**config.mk**
```make
export PLATFORM = sky130hd
export DESIGN_NAME = hazard_ctrl
export DESIGN_NICKNAME = d
export VERILOG_FILES = /design/src/rtl/hazard_pkg.sv /design/src/rtl/hazard_fwd_sel.sv /design/src/rtl/hazard_ctrl.sv
export SDC_FILE = /design/constraint.sdc
export NUM_CORES = 1
export LEC_CHECK = 0
export ABC_CLOCK_PERIOD_IN_PS = 2510
export CORE_MARGIN = 2
export CORE_UTILIZATION = 16
export CTS_BUF_LIST = sky130_fd_sc_hd__clkbuf_16
export DETAILED_ROUTE_END_ITERATION = 6
export PLACE_DENSITY = 0.81
export SETUP_SLACK_MARGIN = 0.1
export SYNTH_ARGS = -nofsm -noshare
export SYNTH_HDL_FRONTEND = slang
export SYNTH_SLANG_ARGS = --single-unit
```
**constraint.sdc**
```tcl
create_clock -name clk -period 2.51 [get_ports clk]
set_input_delay 0.502 -clock clk [delete_from_list [all_inputs] [get_ports clk]]
set_output_delay 0.502 -clock clk [all_outputs]
set_load 0.03 [all_outputs]
```
**src/rtl/hazard_pkg.sv**
```systemverilog
`default_nettype none
// ============================================================================
// hazard_pkg : shared opcodes, forwarding selects and FSM states
// Rev 1.0
// ============================================================================
package hazard_pkg;

  localparam logic [6:0] LOAD   = 7'b0000011;
  localparam logic [6:0] BRANCH = 7'b1100011;
  localparam logic [6:0] JAL    = 7'b1101111;
  localparam logic [6:0] JALR   = 7'b1100111;

  typedef enum logic [1:0] {
    REGF = 2'b00,
    MEM  = 2'b01,
    WB   = 2'b10
  } fwd_sel_e;

  typedef enum logic [1:0] {
    RUN      = 2'd0,
    LD_STALL = 2'd1,
    MDU_WAIT = 2'd2
  } hz_state_e;

endpackage
`default_nettype wire

```
**src/rtl/hazard_fwd_sel.sv**
```systemverilog
`default_nettype none
// ============================================================================
// hazard_fwd_sel : operand source select for one E-stage source register
// Rev 1.0
// ============================================================================
module hazard_fwd_sel
  import hazard_pkg::*;
(
  input  logic [4:0] i_rs,
  input  logic [4:0] i_rd_m,
  input  logic       i_wr_m,
  input  logic [4:0] i_rd_w,
  input  logic       i_wr_w,
  output logic [1:0] o_sel
);

  fwd_sel_e w_sel;

  // M is checked first so the youngest producer wins
  always_comb begin
    w_sel = REGF;
    if (i_wr_m && (i_rd_m != 5'd0) && (i_rd_m == i_rs)) begin
      w_sel = MEM;
    end else if (i_wr_w && (i_rd_w != 5'd0) && (i_rd_w == i_rs)) begin
      w_sel = WB;
    end
  end

  assign o_sel = w_sel;

endmodule
`default_nettype wire

```
**src/rtl/hazard_ctrl.sv**
```systemverilog
`default_nettype none
// ============================================================================
// hazard_ctrl : forwarding, load-use stall, redirect flush and MDU wait control
// Rev 1.0
// ============================================================================
module hazard_ctrl
  import hazard_pkg::*;
#(
  parameter int LOAD_STALL = 1,
  parameter bit MDU_EN     = 1'b1
) (
  input  logic        clk,
  input  logic        rst_n,
  input  logic [31:0] instr_D,
  input  logic [31:0] instr_E,
  input  logic [31:0] instr_M,
  input  logic [31:0] instr_W,
  input  logic        reg_wr_en_E,
  input  logic        reg_wr_en_M,
  input  logic        reg_wr_en_W,
  input  logic        is_taken,
  input  logic        mdu_busy,
  input  logic        mdu_done,
  output logic [1:0]  forward_opA,
  output logic [1:0]  forward_opB,
  output logic        pc_enable,
  output logic        IF_ID_enable,
  output logic        ID_EX_enable,
  output logic        EX_ME_enable,
  output logic        ME_WB_enable,
  output logic        IF_ID_flush,
  output logic        ID_EX_flush,
  output logic        EX_ME_flush,
  output logic        ME_WB_flush,
  output logic [1:0]  hz_state
);

  localparam logic [1:0] LD_INIT = 2'(LOAD_STALL - 1);

  hz_state_e  r_state, w_state_nxt;
  logic [1:0] r_cnt, w_cnt_nxt;

  logic [1:0] w_fwd_a, w_fwd_b;
  logic       w_load_use, w_redirect, w_mdu_stall;
  logic       w_pc_en, w_ifid_en, w_idex_en, w_exme_en, w_mewb_en;
  logic       w_ifid_fl, w_idex_fl, w_exme_fl, w_mewb_fl;

  wire [6:0] w_opc_E = instr_E[6:0];
  wire [4:0] w_rd_E  = instr_E[11:7];

  wire w_unused_bits = ^{instr_D[31:25], instr_D[14:0], instr_E[31:25],
                         instr_E[14:12], instr_M[31:12], instr_M[6:0],
                         instr_W[31:12], instr_W[6:0]};

  hazard_fwd_sel u_fwd_a (
    .i_rs   (instr_E[19:15]),
    .i_rd_m (instr_M[11:7]),
    .i_wr_m (reg_wr_en_M),
    .i_rd_w (instr_W[11:7]),
    .i_wr_w (reg_wr_en_W),
    .o_sel  (w_fwd_a)
  );

  hazard_fwd_sel u_fwd_b (
    .i_rs   (instr_E[24:20]),
    .i_rd_m (instr_M[11:7]),
    .i_wr_m (reg_wr_en_M),
    .i_rd_w (instr_W[11:7]),
    .i_wr_w (reg_wr_en_W),
    .o_sel  (w_fwd_b)
  );

  assign w_load_use  = (w_opc_E == LOAD) && reg_wr_en_E && (w_rd_E != 5'd0) &&
                       ((w_rd_E == instr_D[19:15]) || (w_rd_E == instr_D[24:20]));
  assign w_redirect  = is_taken &&
                       ((w_opc_E == BRANCH) || (w_opc_E == JAL) || (w_opc_E == JALR));
  assign w_mdu_stall = MDU_EN && mdu_busy && !mdu_done;

  always_ff @(posedge clk or negedge rst_n) begin
    if (!rst_n) begin
      r_state <= RUN;
      r_cnt   <= 2'd0;
    end else begin
      r_state <= w_state_nxt;
      r_cnt   <= w_cnt_nxt;
    end
  end

  always_comb begin
    w_state_nxt = r_state;
    w_cnt_nxt   = r_cnt;
    w_pc_en     = 1'b1;
    w_ifid_en   = 1'b1;
    w_idex_en   = 1'b1;
    w_exme_en   = 1'b1;
    w_mewb_en   = 1'b1;
    w_ifid_fl   = 1'b0;
    w_idex_fl   = 1'b0;
    w_exme_fl   = 1'b0;
    w_mewb_fl   = 1'b0;
    case (r_state)
      RUN: begin
        if (w_mdu_stall) begin
          w_state_nxt = MDU_WAIT;
          w_pc_en     = 1'b0;
          w_ifid_en   = 1'b0;
          w_idex_en   = 1'b0;
          w_exme_fl   = 1'b1;
        end else if (w_redirect) begin
          w_ifid_fl = 1'b1;
          w_idex_fl = 1'b1;
        end else if (w_load_use) begin
          w_pc_en   = 1'b0;
          w_ifid_en = 1'b0;
          w_idex_fl = 1'b1;
          if (LOAD_STALL > 1) begin
            w_state_nxt = LD_STALL;
            w_cnt_nxt   = LD_INIT;
          end
        end
      end
      LD_STALL: begin
        w_pc_en   = 1'b0;
        w_ifid_en = 1'b0;
        w_idex_fl = 1'b1;
        // The RUN entry cycle already counted as one bubble
        if (r_cnt <= 2'd1) begin
          w_cnt_nxt   = 2'd0;
          w_state_nxt = RUN;
        end else begin
          w_cnt_nxt = r_cnt - 2'd1;
        end
      end
      MDU_WAIT: begin
        if (mdu_done) begin
          w_state_nxt = RUN;
        end else begin
          w_pc_en   = 1'b0;
          w_ifid_en = 1'b0;
          w_idex_en = 1'b0;
          w_exme_fl = 1'b1;
        end
      end
      default: begin
        w_state_nxt = RUN;
        w_cnt_nxt   = 2'd0;
      end
    endcase
  end

  // Reset forces a full pipeline clear regardless of the FSM
  assign pc_enable    = rst_n & w_pc_en;
  assign IF_ID_enable = rst_n & w_ifid_en;
  assign ID_EX_enable = rst_n & w_idex_en;
  assign EX_ME_enable = rst_n & w_exme_en;
  assign ME_WB_enable = rst_n & w_mewb_en;
  assign IF_ID_flush  = ~rst_n | w_ifid_fl;
  assign ID_EX_flush  = ~rst_n | w_idex_fl;
  assign EX_ME_flush  = ~rst_n | w_exme_fl;
  assign ME_WB_flush  = ~rst_n | w_mewb_fl;
  assign forward_opA  = rst_n ? w_fwd_a : 2'b00;
  assign forward_opB  = rst_n ? w_fwd_b : 2'b00;
  assign hz_state     = r_state;

endmodule
`default_nettype wire

```
==> results of run 1 <==
-- stage by stage --
| stage | TNS [ps] | hold WS [ps] | area [µm²] |
|---|---|---|---|
| after floorplan | 0 | 206 | 603 |
| after global placement | -1530 | 558 | 1370 |
| after detailed placement | -1550 | 570 | 1370 |
| after CTS | 0 | 569 | 1450 |
| after global routing | 0 | 603 | 1490 |
| final | 0 | 556 | 1490 |
-- critical path: cells and delay by family --
kind / cells / cell delay, ps
AND/OR/NAND/NOR: 3 / 850
buffers and inverters: 3 / 420
AO/OA/AOI/OAI: 1 / 160
-- worst max path at each step --
stage                           start              to  slack, ps  cells past startpoint
after CTS                  instr_E[5]       pc_enable         80                      6
after detailed placement  instr_M[11]  forward_opB[1]       -270                      6
after floorplan            instr_E[2]       pc_enable        100                      5
final                     instr_M[11]  forward_opB[1]         80                      7
after global routing      instr_M[11]  forward_opB[1]         30                      7
after global placement    instr_M[11]  forward_opB[1]       -260                      6
-- report_power, final --
part	switching [mW]	internal, mW
Clock	0	0
Sequential	0.00105	0.0175
Combinational	0.108	0.134
Total	0.109	0.152
-- layout make-up --
| cell class | count | area, µm² | area share [%] |
|---|---|---|---|
| timing repair buffer | 86 | 771 | 51.8 |
| multi-input combinational | 67 | 621 | 41.7 |
| tap | 46 | 57.6 | 3.87 |
| sequential | 1 | 25.0 | 1.68 |
| inverter | 4 | 15.0 | 1.01 |
-- placed cells by master (no fill, tap or decap), drive strengths merged, types with 3 or more instances in the layout --
cell type	netlist	final
buf	4	42
clkdlybuf4s50	0	23
xnor2	16	16
xor2	14	14
dlygate4sd2	0	13
or4	6	6
nand3	5	5
clkdlybuf4s15	0	5
inv	4	4
nor4	4	4
nor2	4	4
nand2	3	3
-- layer usage --
| layer | up-vias | track usage, % | wire [µm] |
|---|---|---|---|
| met5 | - | 0 | 0 |
| met4 | 0 | 0 | 0 |
| met3 | 0 | 2.64 | 240 |
| met2 | 39 | 25.3 | 1370 |
| met1 | 386 | 11.3 | 796 |
| li1 | 428 | - | - |
-- cells by family after synthesis --
kind of cell / count (synthesis) / share of synthesized area, %
and+or+nand+nor: 28 / 31.1
AOI/OAI and AO/OA: 8 / 10.1
xor gates and xnor gates: 30 / 46.0
DFF: 1 / 4.38
buffers and inverters: 8 / 7.88
other: 1 / 0.656
-- timing repair --
action                                  CTS  global route
endpoints found under the setup margin    7             5
endpoints found under the hold margin     0             0
gates resized for setup                  87            10
gates cloned                              0             0
pin swaps                                23            11
setup buffers                             2             3
==> impl_results.md, run 1 <==
- Status: finished, final reports clean
- Die ar.: between 4000 and 5000 µm²
- Largest net degree at the start of global routing: 9
- Synth area leaders: xnor2_1 25%, xor2_1 21%, or4_1 7.9%, buf_4 5.3%, dfrtp_1 4.4%
- Crit-path slowest cell: or4_4
- Syn Nets: 212
- Worst hold path class: in2async
- FF+latch count, synth: 1
- Iter 0 DRT Violations: 8
- Reg2reg path depth: 2
- Final setup vio count: 0
- Worst R2R Start: hz_state[1]
- Unique masters post-synth: 24
- Synth Instances: 76
- First-pass DRT Iterations: 2
- Final Skew: 0 ps
- Most instantiated cells after synthesis: 16 x xnor2_1, 14 x xor2_1, 6 x or4_1
- Final GP Congestion: 0.760
- Io pins: 151
- Later-pin clock latency in the skew report: 0 ps
- Ys Warns: 0
- Routed Antenna Nets: 0
- Top cell type by total area after synthesis: xnor2_1
- Area grow syn2layout: 160%
- Async SR Flop Fraction: 100%
- Global Route Usage Sum: between 10% and 20%
- Share of cells above drive strength 1: between 30% and 40%
- Die Ht: 63.8 µm
- Placed cell count: approximately 200
- Number of remaining DRC errors: 0
- Vias in the first global route: 870
- CP peak stage delay: 540 ps
- Pre-CTS WS: -269 ps
- Sequential fraction of the synthesis area: 4.38%
- Via/cell ratio: 4.18
- # Max-Cap Violations: 0
- Final setup margin: 77.5 ps
- Final HPWL DP: ~2000 µm
- Initial Utilization: between 15 and 20%
- Post-DR wirelength/cell: 11.8 µm
- Post-synth EDFFs: 0
- Most used DFF post-synth: dfrtp_1
- Count leader, synth: xnor2_1
- Worst-path cell chain: buf_8 > or4_4 > o21ai_4 > buf_6 > nor4_4 > nor4_4 > buf_4
- Fin. max-slew vios: 0
- CP Launch Type: input port
- Peak VDD IR: approximately 0.000084 V
- P per Cell Area: 175 nW/µm²
- RSZ-0062 raised after global routing: true
- Worst setup EP type: output pin
- GRT overflow: 0
- Syn avg cell area: ~7.5 µm²
- Max Clk Rate: 411 MHz
- Post-synth top area share: 24.5%
- Std-Cell Rows: 21
- Final period utilization: 96.9%
- WS Path Type: in2out
- Die width: 63.8 µm
- Max FFs per register: 1
- Leak: 0.636 nW
- Post-route insts no fill: 204
- Reg2reg end: hz_state[1]
- # diodes: 0
- Final #Nets: 296
- First-pass GRT wire length: 3860 µm
- Pwr Total: 0.261 mW
- Initial antenna violation count: 0
- Filler Cells Inserted: 336
- Mapped cell area: between 500 and 600 µm²
- Total core area: 3390 µm²
- Hold Fails Final Rpt: 0
- Worst-path clk slew: 0 ps
- Most frequent CP cell: nor4_4
- Worst endpoint data arrival time: 1930 ps
- Final WL: 2410 µm
- Req. time, crit path: 2010 ps
- CP Max Fanout: 3
- Via count: 853
- Port Buffers: between 60 and 70
- Final worst path period need: 2430 ps
- Hold Buf Count CTS: 0
- R2r setup slk: 1800 ps
- Final Util: 43.9%
(Power assumes the default switching activity.)
==> inputs of run 2 (changes only) <==
ABC_AREA = 1   (was default)
CORE_UTILIZATION = 18   (was 16)
==> run 2 against run 1 <==
Compared with the run above: via count up 12%; critical path type unchanged; sequential cell count unchanged; final area down 9.7%; hold slack better by 21 ps; power decreased by 11%.
==> impl_results.md, run 2 <==
- Via count: 955 (+12%)
- Top cell type by total area after synthesis: nand2_1
- Std-Cell Rows: 22 (+4.8%)
- Final HPWL DP: 1980 µm (-1.1%)
- CP peak stage delay: 680 ps (+140 ps)
- Fin. max-slew vios: 0 (unchanged)
- Io pins: 151 (unchanged)
- R2r setup slk: 1810 ps (about the same)
- Unique masters post-synth: 16 (-33%)
- Hold Fails Final Rpt: 0 (unchanged)
- Worst R2R Start: hz_state[1]
- GRT overflow: 0 (unchanged)
- Worst Hold End: hz_state[1]
- Mapped cell area: 674 µm² (+18%)
- Reg2reg path depth: 2 (unchanged)
- Async SR Flop Fraction: 100% (unchanged)
- Later-pin clock latency in the skew report: 0 ps (unchanged)
- Largest net degree at the start of global routing: 8 (-1)
- Worst-path clk slew: 0 ps (unchanged)
- Global Route Usage Sum: 9.96% (-1.6 points)
- Peak VDD IR: 0.0000539 V (-36%)
- CP top delay family: buffers and inverters
- Total core area: 3630 µm² (+7.2%)
- Clock power share: 0% (unchanged)
- Synth area leaders: nand2_1 21%, xnor2_1 13%, xor2_1 13%, inv_1 11%, nor2_1 11%
- Worst hold path class: reg2reg
- Most instantiated cells after synthesis: 38 x nand2_1, 20 x inv_1, 20 x nor2_1
- Syn Nets: 270 (+27%)
- Via/cell ratio: 3.93 (-6.0%)
- Die Ht: 65.2 µm (+2.2%)
- Share of cells above drive strength 1: 9.74% (-29 points)
- Crit-path slowest cell: clkdlybuf4s50_1
- Worst-path cell chain: clkdlybuf4s50_1 > buf_4 > clkdlybuf4s50_1
- Req. time, crit path: 2010 ps (about the same)
- Int Pwr: 0.135 mW (-11%)
- Worst endpoint data arrival time: 1800 ps (-130 ps)
- Iter 0 DRT Violations: 10 (+2)
- Initial Utilization: 18.6% (+1.7 points)
- Area grow syn2layout: 99.3%
- Postcts setup bufs: 0 (-2)
- Flop pwr share: 8.0% (+0.9 points)
- Leak: 0.710 nW (+12%)
- Synth Instances: 134 (+76%)
- Pre-CTS WS: 45.3 ps (+315 ps)
- Final TNS setup: 0 ps (unchanged)
- Filler Cells Inserted: 394 (+17%)
- P per Cell Area: 174 nW/µm² (-0.85%)
- First-pass DRT Iterations: 4 (+2)
- Sequential fraction of the synthesis area: 3.71% (-0.67 points)
- Number of remaining DRC errors: 0 (unchanged)
- CP Depth: 3 (-4)
- Worst setup EP type: output pin
- Buffers & Inverters on Critical Path: 3 (unchanged)
- FF+latch count, synth: 1 (unchanged)
- Reg2reg end: hz_state[1]
- Die ar.: 4250 µm² (+4.5%)
- Final setup margin: 208 ps (+131 ps)
- Post-DR wirelength/cell: 8.90 µm (-25%)
- Commonest non-fill, non-tap cell in the layout: clkdlybuf4s50_1
- Reg area: 25.0 µm² (unchanged)
- Most frequent CP cell: clkdlybuf4s50_1
- Status: finished, final reports clean
- Multi-input gate area: 534 µm² (-14%)
- Port Buffers: 63 (unchanged)
- First-pass GRT wire length: 3510 µm (-9.1%)
- Initial antenna violation count: 0 (unchanged)
- Die width: 65.2 µm (+2.2%)
- Final period utilization: 91.7% (-5.2 points)
- Max FFs per register: 1 (unchanged)
- Routed Antenna Nets: 0 (unchanged)
- Syn avg cell area: 5.03 µm² (-33%)
- Ys Warns: 0 (unchanged)
- Min-delay src: hz_state[1]
- CP Max Fanout: 7 (+4)
- # Max-Cap Violations: 0 (unchanged)
- Post-synth top area share: 21.2% (-3.4 points)
- Switching power share of the total: 42.1% (+0.37 points)
- Most used DFF post-synth: dfrtp_1
- WHS Path Cells: 2
- Post-synth EDFFs: 0 (unchanged)
- Final WL: 2160 µm (-10%)
- # diodes: 0 (unchanged)
- Most frequent cells in the layout: 46 x clkdlybuf4s50_1, 38 x nand2_1, 20 x inv_1, 20 x nor2_1, 12 x buf_4
- CP Launch Type: input port
- WS Path Type: in2out
- Max Clk Rate: 434 MHz (+5.7%)
- RSZ-0062 raised after global routing: false
- Final Skew: 0 ps (unchanged)
- Count leader, synth: nand2_1
- Hold Buf Count CTS: 0 (unchanged)
- Final worst path period need: 2300 ps (-131 ps)
- Vias in the first global route: 895 (+2.9%)
- Sw Pwr: 0.0982 mW (-9.7%)
- Final GP Congestion: 0.798 (+5.0%)
- Final setup vio count: 0 (unchanged)
- Combinational Power Share: 92.0% (-0.9 points)
- Final #Nets: 333 (+13%)
==> run 2: repair_timing <==
item                       4_1_cts  5_1_grt
cloned                           0        0
setup endpoints to repair        1        3
gates resized for setup          1        7
==> run 2: final cells by class <==
type,count,area share (%)
inverter,24,6.70
multi-input combinational,105,39.8
tap,48,4.47
sequential,1,1.86
timing repair buffer,65,47.2
==> run 2: layer usage <==
metal	vias to the layer above	GRT usage [%]	routed length (µm)
met1	389	10.5	828
met4	0	0	0
li1	521	-	-
met5	-	0	0
met3	0	1.88	249
met2	45	21.2	1080
==> run 2: cell families (layout without fill, tap and decap cells) <==
family                 count (synthesis)  in the layout  share of synthesized area [%]
buffers and inverters                 28             89                           17.8
AND/OR/NAND/NOR                       75             75                           45.3
other                                  1              1                          0.556
XOR/XNOR                              20             20                           26.0
flip-flops                             1              1                           3.71
AO/OA/AOI/OAI                          9              9                           6.68
==> run 2: power by group through the flow <==
stage,logic [mW],clock network [mW],registers [mW]
after global routing,0.237,0,0.0189
after CTS,0.218,0,0.0187
final,0.215,0,0.0186
after floorplan,0.0946,0,0.0207
after detailed placement,0.218,0,0.0186
after global placement,0.215,0,0.0186
==> run 2: worst max-delay path by stage <==
stage | start | to | slack, ps
finish | rst_n | ME_WB_enable | 210
global route | instr_D[23] | pc_enable | 100
CTS | instr_E[9] | pc_enable | 170
detailed placement | mdu_busy | EX_ME_flush | 50
global placement | mdu_busy | EX_ME_flush | 60
floorplan | rst_n | pc_enable | 260
==> run 2: worst register-to-register path, delay by kind of cell, from the launching register on <==
family                 cells  cell delay, ps
DFF                        1             360
AOI/OAI and AO/OA          1             190
buffers and inverters      1              50
==> run 2: through the flow <==
step	hold WS [ps]	area (µm²)	std cells	total power [mW]	utilization [%]
after floorplan	206	674	134	0.115	-
after global placement	571	1330	243	0.234	36.5
after detailed placement	582	1330	243	0.237	36.5
after CTS	586	1320	243	0.237	36.4
after global routing	631	1340	243	0.255	37.0
final	577	1340	243	0.233	37.0
